===== src/rtl/mmio_uart_tx_pkg.sv =====
// -----------------------------------------------------------------------------
// mmio_uart_tx_pkg
// Shared definitions for the memory-mapped UART transmitter:
//   - transmit FSM state encoding (3 bits)
//   - default register addresses on the processor data bus
//   - status-word bit positions
//   - even-parity helper used when MMIO_UART_TX_PARITY_EN is defined
// -----------------------------------------------------------------------------
package mmio_uart_tx_pkg;

  typedef enum logic [2:0] {
    ST_IDLE   = 3'd0,
    ST_START  = 3'd1,
    ST_DATA   = 3'd2,
    ST_PARITY = 3'd3,
    ST_STOP   = 3'd4
  } tx_state_e;

  localparam logic [31:0] DEF_TXDATA_ADDR = 32'h1001_0024;
  localparam logic [31:0] DEF_STATUS_ADDR = 32'h1001_0028;

  localparam int unsigned STAT_BUSY = 0;
  localparam int unsigned STAT_FULL = 1;
  localparam int unsigned STAT_OVR  = 2;
  localparam int unsigned STAT_PAR  = 3;

  // Even parity bit: makes the total count of ones (data + parity) even.
  function automatic logic even_parity(input logic [7:0] data);
    return ^data;
  endfunction

endpackage


===== src/rtl/mmio_uart_tx_baud.sv =====
// -----------------------------------------------------------------------------
// uart_baud_tick
// Bit-period counter. Counts 0..CLKS_PER_BIT-1 and wraps; tick is high for the
// single clock in which the counter holds its last value. A synchronous clear
// restarts the count so every FSM state starts a fresh bit period.
// Ports:
//   clk   - system clock
//   rst_n - asynchronous active-low reset
//   clr   - synchronous clear (counter returns to 0 on the next edge)
//   tick  - one-clock pulse marking the end of a bit period
// -----------------------------------------------------------------------------
module uart_baud_tick #(
  parameter int unsigned CLKS_PER_BIT = 10
) (
  input  logic clk,
  input  logic rst_n,
  input  logic clr,
  output logic tick
);

  localparam int unsigned CW = $clog2(CLKS_PER_BIT);
  localparam logic [CW-1:0] LAST = CW'(CLKS_PER_BIT - 1);

  logic [CW-1:0] cnt_q;
  logic [CW-1:0] cnt_d;

  // Next count: clear has priority, otherwise wrap at LAST.
  always_comb begin
    cnt_d = cnt_q;
    if (clr) begin
      cnt_d = '0;
    end else if (cnt_q == LAST) begin
      cnt_d = '0;
    end else begin
      cnt_d = cnt_q + CW'(1);
    end
  end

  // Counter register.
  always_ff @(posedge clk or negedge rst_n) begin
    if (!rst_n) begin
      cnt_q <= '0;
    end else begin
      cnt_q <= cnt_d;
    end
  end

  assign tick = (cnt_q == LAST);

endmodule


===== src/rtl/mmio_uart_tx.sv =====
// -----------------------------------------------------------------------------
// mmio_uart_tx
// Memory-mapped UART transmitter on the processor data-memory bus.
// A store to TXDATA_ADDR fills a one-byte holding register; the FSM moves it
// into a shifter and sends it 8N1 (or 8E1 when MMIO_UART_TX_PARITY_EN is
// defined). A load from STATUS_ADDR returns {.., PAR, OVR, FULL, BUSY}.
// Optional feature macro: MMIO_UART_TX_PARITY_EN (even parity bit + status
// capability flag in bit 3).
// Ports:
//   clk        - system clock, rising edge
//   reset      - asynchronous active-low reset
//   Address    - processor data address
//   WriteData  - store data, bits [7:0] used
//   MemWrite   - store strobe
//   MemRead    - load strobe
//   ReadData   - status word on a status read, else 0 (combinational)
//   Hit        - Address matches one of the two registers (combinational)
//   TxSerial   - UART line, idle high
//   TxBusy     - shifter active
// -----------------------------------------------------------------------------
module mmio_uart_tx
  import mmio_uart_tx_pkg::*;
#(
  parameter int unsigned CLK_FREQ    = 50000000,
  parameter int unsigned BAUD        = 115200,
  parameter logic [31:0] TXDATA_ADDR = DEF_TXDATA_ADDR,
  parameter logic [31:0] STATUS_ADDR = DEF_STATUS_ADDR
) (
  input  logic        clk,
  input  logic        reset,
  input  logic [31:0] Address,
  input  logic [31:0] WriteData,
  input  logic        MemWrite,
  input  logic        MemRead,
  output logic [31:0] ReadData,
  output logic        Hit,
  output logic        TxSerial,
  output logic        TxBusy
);

  localparam int unsigned CLKS_PER_BIT = CLK_FREQ / BAUD;
`ifdef MMIO_UART_TX_PARITY_EN
  localparam logic PAR_CAP = 1'b1;
`else
  localparam logic PAR_CAP = 1'b0;
`endif

  tx_state_e   state_q, state_d;
  logic [7:0]  hold_q, hold_d;
  logic        hold_full_q, hold_full_d;
  logic        overrun_q, overrun_d;
  logic [7:0]  shift_q, shift_d;
  logic [2:0]  bit_idx_q, bit_idx_d;
  logic        tx_serial_q, tx_serial_d;
  logic        busy_q, busy_d;
`ifdef MMIO_UART_TX_PARITY_EN
  logic        par_q, par_d;
`endif

  logic        wr_tx_s;
  logic        rd_stat_s;
  logic        load_s;
  logic        tick_s;
  logic        tick_clr_s;
  logic [31:0] status_s;
  logic        unused_wdata_s;

  assign wr_tx_s        = MemWrite & (Address == TXDATA_ADDR);
  assign rd_stat_s      = MemRead & (Address == STATUS_ADDR);
  assign load_s         = (state_q == ST_IDLE) & hold_full_q;
  assign tick_clr_s     = (state_d != state_q);
  assign Hit            = (Address == TXDATA_ADDR) | (Address == STATUS_ADDR);
  assign unused_wdata_s = ^WriteData[31:8];

  uart_baud_tick #(
    .CLKS_PER_BIT(CLKS_PER_BIT)
  ) u_baud (
    .clk  (clk),
    .rst_n(reset),
    .clr  (tick_clr_s),
    .tick (tick_s)
  );

  // FSM state register.
  always_ff @(posedge clk or negedge reset) begin
    if (!reset) begin
      state_q <= ST_IDLE;
    end else begin
      state_q <= state_d;
    end
  end

  // FSM next-state logic; every non-idle state lasts one bit period per tick.
  always_comb begin
    state_d = state_q;
    case (state_q)
      ST_IDLE: begin
        if (hold_full_q) state_d = ST_START;
        else             state_d = ST_IDLE;
      end
      ST_START: begin
        if (tick_s) state_d = ST_DATA;
        else        state_d = ST_START;
      end
      ST_DATA: begin
        if (tick_s && (bit_idx_q == 3'd7)) begin
`ifdef MMIO_UART_TX_PARITY_EN
          state_d = ST_PARITY;
`else
          state_d = ST_STOP;
`endif
        end else begin
          state_d = ST_DATA;
        end
      end
      ST_PARITY: begin
        if (tick_s) state_d = ST_STOP;
        else        state_d = ST_PARITY;
      end
      ST_STOP: begin
        if (tick_s) state_d = ST_IDLE;
        else        state_d = ST_STOP;
      end
      default: state_d = ST_IDLE;
    endcase
  end

  // Holding register, overrun flag and shifter next values.
  always_comb begin
    hold_d      = hold_q;
    hold_full_d = hold_full_q;
    overrun_d   = overrun_q;
    shift_d     = shift_q;
    bit_idx_d   = bit_idx_q;
`ifdef MMIO_UART_TX_PARITY_EN
    par_d       = par_q;
`endif
    if (load_s) begin
      shift_d     = hold_q;
      bit_idx_d   = 3'd0;
      hold_full_d = 1'b0;
`ifdef MMIO_UART_TX_PARITY_EN
      par_d       = even_parity(hold_q);
`endif
    end else if ((state_q == ST_DATA) && tick_s) begin
      shift_d   = {1'b0, shift_q[7:1]};
      bit_idx_d = bit_idx_q + 3'd1;
    end else begin
      shift_d   = shift_q;
      bit_idx_d = bit_idx_q;
    end
    // A write on the transfer edge sees hold as free, so it is accepted.
    if (wr_tx_s && (!hold_full_q || load_s)) begin
      hold_d      = WriteData[7:0];
      hold_full_d = 1'b1;
    end else begin
      hold_d = hold_q;
    end
    // A new overrun wins over a clearing status read on the same edge.
    if (wr_tx_s && hold_full_q && !load_s) begin
      overrun_d = 1'b1;
    end else if (rd_stat_s) begin
      overrun_d = 1'b0;
    end else begin
      overrun_d = overrun_q;
    end
  end

  // Output decode from the next state so the registered line changes on the
  // same edge as the state.
  always_comb begin
    tx_serial_d = 1'b1;
    busy_d      = 1'b1;
    case (state_d)
      ST_IDLE:   begin tx_serial_d = 1'b1;       busy_d = 1'b0; end
      ST_START:  begin tx_serial_d = 1'b0;       busy_d = 1'b1; end
      ST_DATA:   begin tx_serial_d = shift_d[0]; busy_d = 1'b1; end
`ifdef MMIO_UART_TX_PARITY_EN
      ST_PARITY: begin tx_serial_d = par_q;      busy_d = 1'b1; end
`else
      ST_PARITY: begin tx_serial_d = 1'b1;       busy_d = 1'b1; end
`endif
      ST_STOP:   begin tx_serial_d = 1'b1;       busy_d = 1'b1; end
      default:   begin tx_serial_d = 1'b1;       busy_d = 1'b0; end
    endcase
  end

  // Datapath and output registers.
  always_ff @(posedge clk or negedge reset) begin
    if (!reset) begin
      hold_q      <= 8'h00;
      hold_full_q <= 1'b0;
      overrun_q   <= 1'b0;
      shift_q     <= 8'h00;
      bit_idx_q   <= 3'd0;
      tx_serial_q <= 1'b1;
      busy_q      <= 1'b0;
`ifdef MMIO_UART_TX_PARITY_EN
      par_q       <= 1'b0;
`endif
    end else begin
      hold_q      <= hold_d;
      hold_full_q <= hold_full_d;
      overrun_q   <= overrun_d;
      shift_q     <= shift_d;
      bit_idx_q   <= bit_idx_d;
      tx_serial_q <= tx_serial_d;
      busy_q      <= busy_d;
`ifdef MMIO_UART_TX_PARITY_EN
      par_q       <= par_d;
`endif
    end
  end

  // Status word and load-path read data.
  always_comb begin
    status_s            = 32'd0;
    status_s[STAT_BUSY] = busy_q;
    status_s[STAT_FULL] = hold_full_q;
    status_s[STAT_OVR]  = overrun_q;
    status_s[STAT_PAR]  = PAR_CAP;
    if (rd_stat_s) begin
      ReadData = status_s;
    end else begin
      ReadData = 32'd0;
    end
  end

  assign TxSerial = tx_serial_q;
  assign TxBusy   = busy_q;

endmodule

===== config.mk =====
export PLATFORM = sky130hd
export DESIGN_NAME = mmio_uart_tx
export DESIGN_NICKNAME = d
export VERILOG_FILES = /design/src/rtl/mmio_uart_tx_pkg.sv /design/src/rtl/mmio_uart_tx_baud.sv /design/src/rtl/mmio_uart_tx.sv
export SDC_FILE = /design/constraint.sdc
export NUM_CORES = 1
export LEC_CHECK = 0
export ABC_CLOCK_PERIOD_IN_PS = 3470
export BUFFER_PORTS_ARGS = -buffer_cell sky130_fd_sc_hd__buf_2
export CAP_MARGIN = 20
export CORE_ASPECT_RATIO = 0.5
export CORE_MARGIN = 8
export CORE_UTILIZATION = 30
export DETAILED_ROUTE_END_ITERATION = 10
export SYNTH_ARGS = -nofsm -noshare
export SYNTH_HDL_FRONTEND = slang
export SYNTH_HIERARCHICAL = 1
export SYNTH_SLANG_ARGS = --single-unit

===== constraint.sdc =====
create_clock -name clk -period 3.47 [get_ports clk]
set_input_delay 0.694 -clock clk [delete_from_list [all_inputs] [get_ports clk]]
set_output_delay 0.694 -clock clk [all_outputs]
set_load 0.01 [all_outputs]

# Word level (Yosys, flattened, before mapping)
# Cells that the tools add are included.
# op_classes
n_addsub	2
eq_ne	13
n_mux	19
bitwise_logic	4
reduce_logical	13
# op_table
operator	n
$eq A32 B29 Y1 const B	2
$mux W3	6
$mux W9	2
$mux W8	2
$pmux W3 S5	1
$eq A3 B2 Y1 const B	4
$add A9 B1 Y9 const B	1
$eq A3 B3 Y1 const B	3
$eq A9 B9 Y1 const B	1
$eq A3 B1 Y1 const B	2
$mux W1	6
$reduce_bool A2 Y1	3
$logic_and A1 B1 Y1	5
$reduce_or A4 Y1	1
$add A3 B1 Y3 const B	1
$and A1 B1 Y1	3
$logic_not A3 Y1	1
$ne A3 B3 Y1	1
$logic_not A1 Y1	2
$mux W2	1
$pmux W1 S2	1
$logic_or A1 B1 Y1	1
$or A1 B1 Y1	1
# totals
register_bits	35
in_bits	68
output_inout_bits	35
elab_cells	61

# Logic depth before layout (Yosys ltp)
# logic_depth
ltp_word	7
ltp_mapped	9
depth_no_buf	8

# Cells and area by module
# Netlist, hierarchy kept.
# by_module_without_submodules
mod	n_inst	cells_each	area_per_inst_um2	seq_area_each_um2
mmio_uart_tx	1	146	1514.0	651.9
uart_baud_tick	1	44	460.4	225.2

# Least setup slack after synthesis
# Ideal clock, no wire load.
# synth_timing
kind	input port to output port
start	input Address[26]
end	output ReadData[0]
t_arrival_ns	1.806
required_time_ns	2.776
setup_slack_ns	0.970
path_stages	4
path_buffers	0
cell_sequence	nor4b_1 nand4_1 nor4_1 and2_1
# synth_via
elab_chain_len	3
# synth_lines
item	line	rtl
start, declared	mmio_uart_tx.sv:31	input logic [31:0] Address,
$eq A32 B29 Y1	mmio_uart_tx.sv:69	assign rd_stat_s = MemRead & (Address == STATUS_ADDR);
$and A1 B1 Y1	mmio_uart_tx.sv:69	
$mux W3	mmio_uart_tx.sv:222	if (rd_stat_s) begin
end, declared	mmio_uart_tx.sv:35	output logic [31:0] ReadData,
# No other way between the ends.

# Worst setup path after layout
# layout_timing
start	input Address[0]
end	output ReadData[1]
# Same word-level chain as after synthesis.

==> reports/metrics.cfg <==
[placement]
place_inst = 327
place_congestion = 0.730
dp_hpwl_um = 3240
numPortBuffers = 49

[global_route]
grt_pass1_wl_um = 6760
grt_pass1_vias = 1340
antenna_found_initial = 0
grt_overflow = 0
grt_util_all_layers_pct = 8.95
grt_max_degree = 36

[timing]
clock.fmax_ghz = 0.356
setup_viol = 0
tightest_slew_ps = 792
slew_headroom_pct = 47.2
rsz0062_at_grt = false
drv_slew = 0
whs_ps = 474
clock_skew_ps = 2.51
hold_viol = 0
fin_crit_ps = 2810
timing.final.crit_share_pct = 80.9
tns_ps = 0

[clock_network]
post-cts-setup-buffer-count = 0
cts_hold_buffers = 0
cts_resized = 0
clk_latency_ps = 270
cts.sinks = 35
root_buffer = clkbuf_16
clk_pin_slew_ps = 50
htree_num_levels = 2
cts.path.max_buffers = 2
cts_made_buffers = 5
cts_tree = done

[logic_synthesis]
async_flop_share_pct = 100
muxShareOfSynthArea_pct = 7.73
synth_top_cells_by_area = dfrtp_1 (43%), buf_4 (11%), mux2_2 (5.7%), ha_1 (2.5%), o21ai_0 (2.5%)
synth-compound-area-share_pct = 11.2
syn_inst = 190
synth_top_family_by_area = simple AND/OR/NAND/NOR gates
ys_top_cells_by_count = dfrtp_1 (34), buf_4 (29), nand2_1 (13)
synth.avg_cell_area_um2 = 10.4
yosysSeqAreaShare_pct = 44.4
synth-edff-count = 0
synthesis.area_um2 = 1970
synthFlopType = dfrtp_1
synth_cell_types = 47
yosysTopAreaCell = dfrtp_1
synth-xor-area-share_pct = 1.77
yosysMostFrequentCell = dfrtp_1
synth-simple-area-share_pct = 19.4
synthAdderAreaFrac_pct = 2.53
synth-seq-cells = 35
ys_warn_count = 6
post-synth-top-area-fraction_pct = 43.1

[setup_path]
worstSetupPathType = primary input to output port
reg2reg_slack_ps = 1050
crit_path_frequent_cell = buf_2
cp_cell_sequence = buf_2 > nor4b_1 > nand4_1 > nor4_1 > buf_4 > and2_1 > buf_2
worst_setup_path_end_kind = output port
crit_slowest_cell = nor4_1
slowest_delay_ps = 320
startpoint_type = primary input
crit_path_max_fanout = 4
arrival_ps = 2110
cp.required_ps = 2780

[power]
p_leak_nw = 1.13
ir_drop_mv = 0.166
p_per_area_nw_per_um2 = 386
finalPower_mw = 0.916

[layout]
final_cell_count_no_fill = 335
num_antenna_cells = 0
area_delta_synth_final_pct = 20.2
nNetsFinal = 314
drive_gt1_share_pct = 32.5

[die]
initial_core_util_pct = 30.3
die_h_um = 73.4
io_pins = 103
die_x_um = 131
dieArea_um2 = 9590
rows = 21
core_um2 = 6520

[detailed_routing]
dr.pass1.iters = 4
drcViolationCount = 0
via_per_inst = 4.33
wl_um = 4140
wl_per_cell_um = 12.3
vias = 1449
drtIter0Drc = 44
antenna_left = 0

[hold_path]
hp-class = register to register

[outcome]
outcome = finished, final reports clean

[flow_run]
cap_violations = 0

-- flip-flops by register name, indices dropped and copies added (netlist names) --
signal        count
shift_q           8
state_q           3
overrun_q         1
TxSerial          1
TxBusy            1
bit_idx_q         3
u_baud/cnt_q      9
hold_q            8
hold_full_q       1
-- routing by layer --
metal  GRT usage, %  part of all wire, %  vias up
li1               -                    -      722
met1           12.0                   48      696
met2           13.1                   47       27
met3           3.19                  4.7        4
met4           2.65                 0.70        0
met5              0                    0        -
-- cells by family (layout without fill, tap and decap cells) --
logic type                 Yosys count  count (layout)
xor gates and xnor gates             4               4
other                                1              29
muxes                               14              14
DFF                                 35              35
buffers and inverters               38              63
adders and majority gates            4               4
and+or+nand+nor                     62              62
AOI/OAI and AO/OA                   32              32
-- through the flow --
| stage | area (µm²) | setup slack, ps | util, % |
|---|---|---|---|
| 6_report | 2370 | 664 | 36.4 |
| 5_1_grt | 2370 | 476 | 36.4 |
| 4_1_cts | 2370 | 662 | 36.4 |
| 3_5_place_dp | 2220 | 662 | 34.0 |
| 3_3_place_gp | 2220 | 621 | 34.0 |
| 2_1_floorplan | 2080 | 970 | - |
-- layout by cell type (no fill, tap or decap), types with 3 or more instances in the layout --
master and count:
nor4b_1 3, or3_1 4, inv_1 4, conb_1 29, nand2_1 13, nand4_1 3, o21ai_0 10, and2_1 3
mux2_2 10, nor4_1 5, nor2_1 12, mux2i_1 4, a22o_1 3, ha_1 4, dfrtp_1 34, buf_2 49
a21oi_1 3, clkbuf_16 5, nand3b_1 4
-- area by class of cell --
cell class / count / area [µm²]
Sequential cell: 35 / 877
Clock buffer: 8 / 156
Tap cell: 92 / 115
Timing Repair Buffer: 51 / 260
Multi-Input combinational cell: 145 / 950
Fill cell: 696 / 4140
Inverter: 4 / 15.0
-- power by group --
part | leakage (nW) | switching, mW | internal [mW] | total [mW]
sequential | 0.460 | 0.000000000781 | 0.409 | 0.409
clock | 0.0772 | 0.152 | 0.305 | 0.457
combinational | 0.597 | 0.0312 | 0.0195 | 0.0507
total | 1.13 | 0.183 | 0.733 | 0.916
-- worst paths after layout --
path / cells after the start / from / to
hold / removal: 2 / hold_q[5]$_DFFE_PN0P_ / shift_q[5]$_DFFE_PN0P_
max in group asynchronous: 1 / reset / u_baud/cnt_q[7]$_DFF_PN0_
min in group asynchronous: 1 / reset / hold_q[3]$_DFFE_PN0P_
setup reg to reg: 8 / u_baud/cnt_q[1]$_DFF_PN0_ / TxSerial$_DFF_PN1_
setup / recovery: 7 / Address[0] / ReadData[1]
hold reg to reg: 2 / hold_q[5]$_DFFE_PN0P_ / shift_q[5]$_DFFE_PN0P_
-- critical path: cells and delay by family --
family        cells  cell delay (ps)
simple gates      4             1020
buf+inv           3              410
Note: power is estimated with default switching activity, not from simulation.
